## src/rtl/cam_ctrl_if.sv

```systemverilog
// Command/response stream and ram_img CAM port bundle for cam_ctrl.
// slave = cam_ctrl side, master = front end / CAM environment side.
interface cam_ctrl_if #(
    parameter int unsigned KEY_W = 24,
    parameter int unsigned IDX_W = 14
);
    logic             s_valid;
    logic             s_ready;
    logic             s_mode;
    logic [KEY_W-1:0] s_key;

    logic             r_valid;
    logic             r_ready;
    logic             r_match;
    logic [IDX_W-1:0] r_idx;
    logic             r_err;
    logic             full;

    logic             cam_we;
    logic             cam_match_en;
    logic [KEY_W-1:0] cam_addr;
    logic [IDX_W-1:0] cam_din;
    logic             cam_match;

    modport slave (
        input  s_valid, s_mode, s_key, r_ready, cam_match,
        output s_ready, r_valid, r_match, r_idx, r_err, full,
        output cam_we, cam_match_en, cam_addr, cam_din
    );

    modport master (
        output s_valid, s_mode, s_key, r_ready, cam_match,
        input  s_ready, r_valid, r_match, r_idx, r_err, full,
        input  cam_we, cam_match_en, cam_addr, cam_din
    );
endinterface

```

## src/rtl/cam_ctrl.sv

```systemverilog
// cam_ctrl: sequences writes (auto-indexed CAM stores) and timed queries against ram_img.
// Define CAM_CTRL_DUP_CHECK_EN to look up each write key first and refuse duplicates.
module cam_ctrl #(
    parameter int unsigned KEY_W     = 24,
    parameter int unsigned IDX_W     = 14,
    parameter int unsigned MATCH_LAT = 1
) (
    input  logic      clk,
    input  logic      rst,
    cam_ctrl_if.slave bus
);
    localparam logic [2:0] ST_IDLE  = 3'd0;
    localparam logic [2:0] ST_WRITE = 3'd1;
    localparam logic [2:0] ST_QUERY = 3'd2;
    localparam logic [2:0] ST_RESP  = 3'd3;
`ifdef CAM_CTRL_DUP_CHECK_EN
    localparam logic [2:0] ST_DCHK  = 3'd4;
`endif

    localparam logic [IDX_W-1:0] CNT_MAX  = '1;
    localparam logic [1:0]       LAT_LAST = 2'(MATCH_LAT - 1);

    logic [2:0]       state_q, state_d;
    logic [IDX_W-1:0] cnt_q, cnt_d;
    logic [1:0]       lat_q, lat_d;
    logic             s_ready_q, s_ready_d;
    logic             r_valid_q, r_valid_d;
    logic             r_match_q, r_match_d;
    logic [IDX_W-1:0] r_idx_q, r_idx_d;
    logic             r_err_q, r_err_d;
    logic             full_q, full_d;
    logic             cam_we_q, cam_we_d;
    logic             cam_match_en_q, cam_match_en_d;
    logic [KEY_W-1:0] cam_addr_q, cam_addr_d;
    logic [IDX_W-1:0] cam_din_q, cam_din_d;

    logic             accept;
    logic [IDX_W-1:0] next_idx;

    assign accept   = bus.s_valid && s_ready_q;
    assign next_idx = cnt_q + IDX_W'(1);

    always_comb begin
        state_d        = state_q;
        cnt_d          = cnt_q;
        lat_d          = lat_q;
        s_ready_d      = s_ready_q;
        r_valid_d      = r_valid_q;
        r_match_d      = r_match_q;
        r_idx_d        = r_idx_q;
        r_err_d        = r_err_q;
        cam_we_d       = cam_we_q;
        cam_match_en_d = cam_match_en_q;
        cam_addr_d     = cam_addr_q;
        cam_din_d      = cam_din_q;

        case (state_q)
            ST_IDLE: begin
                s_ready_d = 1'b1;
                if (accept) begin
                    s_ready_d  = 1'b0;
                    cam_addr_d = bus.s_key;
                    lat_d      = '0;
                    if (bus.s_mode) begin
                        state_d        = ST_QUERY;
                        cam_match_en_d = 1'b1;
                    end else begin
`ifdef CAM_CTRL_DUP_CHECK_EN
                        state_d        = ST_DCHK;
                        cam_match_en_d = 1'b1;
`else
                        state_d   = ST_WRITE;
                        cam_we_d  = !full_q;
                        cam_din_d = full_q ? '0 : next_idx;
`endif
                    end
                end
            end

            // Strobe was raised on entry; the result is built on the way out.
            ST_WRITE: begin
                state_d    = ST_RESP;
                cam_we_d   = 1'b0;
                cam_addr_d = '0;
                cam_din_d  = '0;
                r_valid_d  = 1'b1;
                r_match_d  = 1'b0;
                if (!full_q) begin
                    cnt_d   = next_idx;
                    r_idx_d = next_idx;
                    r_err_d = 1'b0;
                end else begin
                    r_idx_d = '0;
                    r_err_d = 1'b1;
                end
            end

            ST_QUERY: begin
                if (lat_q == LAT_LAST) begin
                    state_d        = ST_RESP;
                    cam_match_en_d = 1'b0;
                    cam_addr_d     = '0;
                    r_valid_d      = 1'b1;
                    r_match_d      = bus.cam_match;
                    r_idx_d        = '0;
                    r_err_d        = 1'b0;
                end else begin
                    lat_d = lat_q + 2'd1;
                end
            end

`ifdef CAM_CTRL_DUP_CHECK_EN
            // Key already present: answer as a hit and skip the store entirely.
            ST_DCHK: begin
                if (lat_q == LAT_LAST) begin
                    cam_match_en_d = 1'b0;
                    if (bus.cam_match) begin
                        state_d    = ST_RESP;
                        cam_addr_d = '0;
                        r_valid_d  = 1'b1;
                        r_match_d  = 1'b1;
                        r_idx_d    = '0;
                        r_err_d    = 1'b0;
                    end else begin
                        state_d   = ST_WRITE;
                        cam_we_d  = !full_q;
                        cam_din_d = full_q ? '0 : next_idx;
                    end
                end else begin
                    lat_d = lat_q + 2'd1;
                end
            end
`endif

            ST_RESP: begin
                if (bus.r_ready) begin
                    state_d   = ST_IDLE;
                    s_ready_d = 1'b1;
                    r_valid_d = 1'b0;
                    r_match_d = 1'b0;
                    r_idx_d   = '0;
                    r_err_d   = 1'b0;
                end
            end

            default: begin
                state_d        = ST_IDLE;
                s_ready_d      = 1'b0;
                cam_we_d       = 1'b0;
                cam_match_en_d = 1'b0;
                cam_addr_d     = '0;
                cam_din_d      = '0;
            end
        endcase

        full_d = (cnt_d == CNT_MAX);
    end

    always_ff @(posedge clk) begin
        if (rst) begin
            state_q        <= ST_IDLE;
            cnt_q          <= '0;
            lat_q          <= '0;
            s_ready_q      <= 1'b0;
            r_valid_q      <= 1'b0;
            r_match_q      <= 1'b0;
            r_idx_q        <= '0;
            r_err_q        <= 1'b0;
            full_q         <= 1'b0;
            cam_we_q       <= 1'b0;
            cam_match_en_q <= 1'b0;
            cam_addr_q     <= '0;
            cam_din_q      <= '0;
        end else begin
            state_q        <= state_d;
            cnt_q          <= cnt_d;
            lat_q          <= lat_d;
            s_ready_q      <= s_ready_d;
            r_valid_q      <= r_valid_d;
            r_match_q      <= r_match_d;
            r_idx_q        <= r_idx_d;
            r_err_q        <= r_err_d;
            full_q         <= full_d;
            cam_we_q       <= cam_we_d;
            cam_match_en_q <= cam_match_en_d;
            cam_addr_q     <= cam_addr_d;
            cam_din_q      <= cam_din_d;
        end
    end

    assign bus.s_ready      = s_ready_q;
    assign bus.r_valid      = r_valid_q;
    assign bus.r_match      = r_match_q;
    assign bus.r_idx        = r_idx_q;
    assign bus.r_err        = r_err_q;
    assign bus.full         = full_q;
    assign bus.cam_we       = cam_we_q;
    assign bus.cam_match_en = cam_match_en_q;
    assign bus.cam_addr     = cam_addr_q;
    assign bus.cam_din      = cam_din_q;
endmodule

```

## src/flat_wrapper.sv

```systemverilog
// flat-port wrapper written by rule: the top's interface ports become plain ports
module cam_ctrl_flat 
#(
    parameter int unsigned KEY_W     = 24,
    parameter int unsigned IDX_W     = 14,
    parameter int unsigned MATCH_LAT = 1
)
  (clk, rst, bus_s_valid, bus_s_mode, bus_s_key, bus_r_ready, bus_cam_match, bus_s_ready, bus_r_valid, bus_r_match, bus_r_idx, bus_r_err, bus_full, bus_cam_we, bus_cam_match_en, bus_cam_addr, bus_cam_din);
  cam_ctrl_if #(.KEY_W(KEY_W), .IDX_W(IDX_W)) bus_i ();
  input  logic clk;
  input  logic rst;
  input wire logic [$bits(bus_i.s_valid)-1:0] bus_s_valid;
  input wire logic [$bits(bus_i.s_mode)-1:0] bus_s_mode;
  input wire logic [$bits(bus_i.s_key)-1:0] bus_s_key;
  input wire logic [$bits(bus_i.r_ready)-1:0] bus_r_ready;
  input wire logic [$bits(bus_i.cam_match)-1:0] bus_cam_match;
  output wire logic [$bits(bus_i.s_ready)-1:0] bus_s_ready;
  output wire logic [$bits(bus_i.r_valid)-1:0] bus_r_valid;
  output wire logic [$bits(bus_i.r_match)-1:0] bus_r_match;
  output wire logic [$bits(bus_i.r_idx)-1:0] bus_r_idx;
  output wire logic [$bits(bus_i.r_err)-1:0] bus_r_err;
  output wire logic [$bits(bus_i.full)-1:0] bus_full;
  output wire logic [$bits(bus_i.cam_we)-1:0] bus_cam_we;
  output wire logic [$bits(bus_i.cam_match_en)-1:0] bus_cam_match_en;
  output wire logic [$bits(bus_i.cam_addr)-1:0] bus_cam_addr;
  output wire logic [$bits(bus_i.cam_din)-1:0] bus_cam_din;
  assign bus_i.s_valid = bus_s_valid;
  assign bus_i.s_mode = bus_s_mode;
  assign bus_i.s_key = bus_s_key;
  assign bus_i.r_ready = bus_r_ready;
  assign bus_i.cam_match = bus_cam_match;
  assign bus_s_ready = bus_i.s_ready;
  assign bus_r_valid = bus_i.r_valid;
  assign bus_r_match = bus_i.r_match;
  assign bus_r_idx = bus_i.r_idx;
  assign bus_r_err = bus_i.r_err;
  assign bus_full = bus_i.full;
  assign bus_cam_we = bus_i.cam_we;
  assign bus_cam_match_en = bus_i.cam_match_en;
  assign bus_cam_addr = bus_i.cam_addr;
  assign bus_cam_din = bus_i.cam_din;
  cam_ctrl #(.KEY_W(KEY_W), .IDX_W(IDX_W), .MATCH_LAT(MATCH_LAT)) u_core (.clk(clk), .rst(rst), .bus(bus_i));
endmodule
```

## config.mk

```make
export PLATFORM = sky130hd
export DESIGN_NAME = cam_ctrl_flat
export DESIGN_NICKNAME = d
export VERILOG_FILES = /design/src/rtl/cam_ctrl_if.sv /design/src/rtl/cam_ctrl.sv /design/src/flat_wrapper.sv
export SDC_FILE = /design/constraint.sdc
export NUM_CORES = 1
export LEC_CHECK = 0
export CAP_MARGIN = 15
export CORE_MARGIN = 2
export CORE_UTILIZATION = 49
export CTS_CLUSTER_DIAMETER = 40
export DETAILED_ROUTE_END_ITERATION = 7
export GPL_ROUTABILITY_DRIVEN = 0
export GPL_TIMING_DRIVEN = 0
export PLACE_DENSITY = 0.8
export RECOVER_POWER = 25
export SLEW_MARGIN = 25
export SYNTH_ARGS = -nofsm -noshare
export SYNTH_HDL_FRONTEND = slang
export SYNTH_SLANG_ARGS = --single-unit
export TNS_END_PERCENT = 1
```

## constraint.sdc

```tcl
create_clock -name clk -period 2.6 [get_ports clk]
set_clock_uncertainty 0.05 [all_clocks]
set_input_delay 0.65 -clock clk [delete_from_list [all_inputs] [get_ports clk]]
set_output_delay 0.65 -clock clk [all_outputs]
set_load 0.02 [all_outputs]
```

==> metrics.txt <==
Final #Nets=544; Routed Antenna Nets=0; fin util=68.0%; Mapped Area=between 3000 and 4000 um^2; drt wl/cell=~15 um; synthesized instance count=roughly 410; final period demand of the worst path=2470 ps; Pins Over Slew Limit=0; post-CTS setup buffers=0; Hold Crit Class=flop to flop; Leak=roughly 1.7 nW; endpoint type of the worst setup path=flop; Clock Tree Buf Depth=2; Final setup violation count=0; largest cells by area after synthesis=dfxtp_1 (45%), nor2_1 (5.5%), a21oi_1 (5.4%), a22oi_1 (5.0%), nand3_1 (4.5%); register area share after synthesis=44.6%; die width=88.0 um; Least-Margin Pin Slew=543 ps; largest net degree at the start of global routing=15; Worst VDD drop=323 uV; CP Data Required Time=2830 ps; Reg2Reg Depth=9; Synth Net Count=between 400 and 500; die height=88.0 um; Pwr Density=just over 800 nW/um^2; area leader, netlist=dfxtp_1; gr usage total=about a quarter; drt initial violations=around 250; Clock Latency Late Sink=360 ps; Std-Cell Core Area=6790 um^2; Post-Place Setup Slack=-112 ps; hold path start=u_core.bus.cam_addr[6]; status=finished clean; initial core utilization=50.8%; max incr delay on CP=430 ps; initial antenna violation count=0; cts repair resizes=0; Setup CP Type=flop to flop; synthesis-to-layout area growth=33.7%; Max Freq=404 MHz; Yosys top cell area share=44.6%; DRC Markers=0; Final Hold Violating Endpoints=0; most frequent cells in the layout=dfxtp_1 (77), clkdlybuf4s50_1 (69), nor2_1 (51); Post-Route WL=approximately 9 mm; Critical Path Source Type=flop; total gr overflow=0; # rows=30; H-Tree Depth=3; TritonCTS clock tree=yes; max cap viols=0; FF-to-FF End=u_core.bus.cam_addr[18]; Top Ports=89; Relative slew margins=63.8%; R2R Path Start=u_core.state_q[0]; CP most frequent cell=clkbuf_1; first-pass detailed-route iteration total=4; CP Cell Sequence=inv_1 > ha_1 > buf_2 > a21boi_1 > or3_1 > clkbuf_1 > clkbuf_1 > nand2_1 > a21oi_1; I/O Buffers=87; # clock sinks=77; global-route wire length before repair=approximately 15 mm; # diodes=0; vias per cell=5.39; CP max-delay cell=a21boi_1; total CTS buffers=9; Final period util=95.1%; yosys warns=0; clock root buffer=clkbuf_8; DP HPWL=between 6 and 7 mm; die area=7740 um^2; commonest non-fill, non-tap cell in the layout=dfxtp_1; flops & latches, synth=77; clk slew on worst S/H paths=80 ps; vias in the first global route=around 3,000; Synth cell types=45; RSZ-0062 raised after global routing=yes; hold path cells=2; hold buffer count at CTS=0; Max FO, Critical Path=10; Hold EP=u_core.bus.cam_addr[6]; Mapped Avg Cell Area=roughly 8.4 um^2; Final WS setup=127 ps; Reg2Reg Setup Slack=130 ps; share of cells above drive strength 1=7.03%; total number of vias=3,275; Arr. time, crit path=2700 ps
-- kinds of logic after synthesis --
group / Yosys count / share of synthesized area [%]
buffers and inverters: 44 / 5.87
AOI/OAI and AO/OA: 79 / 14.4
and+or+nand+nor: 176 / 25.6
DFF: 77 / 44.6
muxes: 4 / 1.16
xor gates and xnor gates: 22 / 5.80
adders and majority gates: 7 / 2.54
-- stage by stage --
step / power [mW] / TNS, ps / hold WS (ps) / cells / area, um^2
after floorplan: 2.40 / 0 / 396 / 409 / 3450
after global placement: 2.95 / -749 / 388 / 592 / 4450
after detailed placement: 2.98 / -1480 / 392 / 592 / 4450
after CTS: 3.79 / 0 / 404 / 608 / 4620
after global routing: 3.99 / -848 / 425 / 608 / 4620
final: 3.76 / 0 / 401 / 608 / 4620
-- cells in the mapped netlist (all sizes together) --
| master | number |
|---|---|
| dfxtp | 77 |
| a22oi | 23 |
| nor3 | 8 |
| nand2 | 37 |
| a211oi | 2 |
| ha | 7 |
| nor2b | 9 |
| nor2 | 51 |
| nand3 | 31 |
| a21o | 1 |
| nor3b | 5 |
| inv | 9 |
| xor2 | 8 |
| buf | 12 |
| nor4 | 5 |
| o31ai | 4 |
| a21boi | 2 |
| mux2i | 4 |
| or2 | 1 |
| o22ai | 1 |
| o21bai | 1 |
| o211ai | 2 |
| or4b | 1 |
| and4 | 1 |
| a21oi | 37 |
| nor4b | 2 |
| or4 | 3 |
| nand2b | 5 |
| nand3b | 5 |
| o311ai | 1 |
| clkbuf | 23 |
| and3 | 2 |
| o21ai | 4 |
| a2111oi | 1 |
| nand4 | 5 |
| xnor2 | 14 |
| or3 | 5 |
-- state kept, by name, summed over array words and instances (netlist names) --
signal	count
u_core.bus.cam_we	1
u_core.bus.cam_addr	24
u_core.bus.cam_din	14
u_core.bus.s_ready	1
u_core.bus.full	1
u_core.bus.r_match	1
u_core.bus.r_valid	1
u_core.lat_q	2
u_core.bus.r_idx	14
u_core.state_q	2
u_core.cnt_q	14
u_core.bus.r_err	1
u_core.bus.cam_match_en	1
-- cell type report --
class | count | area [um^2]
sequential | 77 | 1540
multi-input combinational | 288 | 1720
timing repair buffer | 87 | 871
tap | 96 | 120
fill | 576 | 2180
inverter | 9 | 33.8
clock buffer | 9 | 124
buffer | 35 | 164
clock inverter | 7 | 48.8
-- worst max path at each step --
stage,startpoint,end
global placement,bus_s_valid,u_core.bus.cam_addr[23]
global route,u_core.state_q[0],u_core.bus.cam_addr[5]
CTS,u_core.state_q[0],u_core.bus.cam_addr[8]
floorplan,u_core.state_q[0],u_core.bus.cam_din[10]
finish,u_core.state_q[0],u_core.bus.cam_addr[18]
detailed placement,bus_s_valid,u_core.bus.cam_addr[8]
-- worst max-delay path: cells and delay by family (launching register included) --
family / cells / cell delay (ps)
adder cells (fa/ha/maj): 1 / 160
AND/OR/NAND/NOR: 2 / 270
buffers and inverters: 4 / 1000
flip-flops: 1 / 350
AO/OA/AOI/OAI: 2 / 570
-- routing by layer --
metal | GRT usage (%) | up-vias | part of all wire [%] | wire [um]
li1 | - | 1612 | - | -
met1 | 33.4 | 1562 | 44 | 4070
met2 | 38.7 | 85 | 49 | 4460
met3 | 3.58 | 16 | 4.9 | 447
met4 | 9.09 | 0 | 2.0 | 180
met5 | 0 | - | 0 | 0
-- report_power, final --
part	switching, mW	internal (mW)	leakage [nW]
clock	0.464	0.349	0.0898
sequential	0.0918	1.34	0.625
combinational	0.940	0.570	0.947
total	1.50	2.26	1.66
No activity file was read; power rests on OpenSTA's default activity.
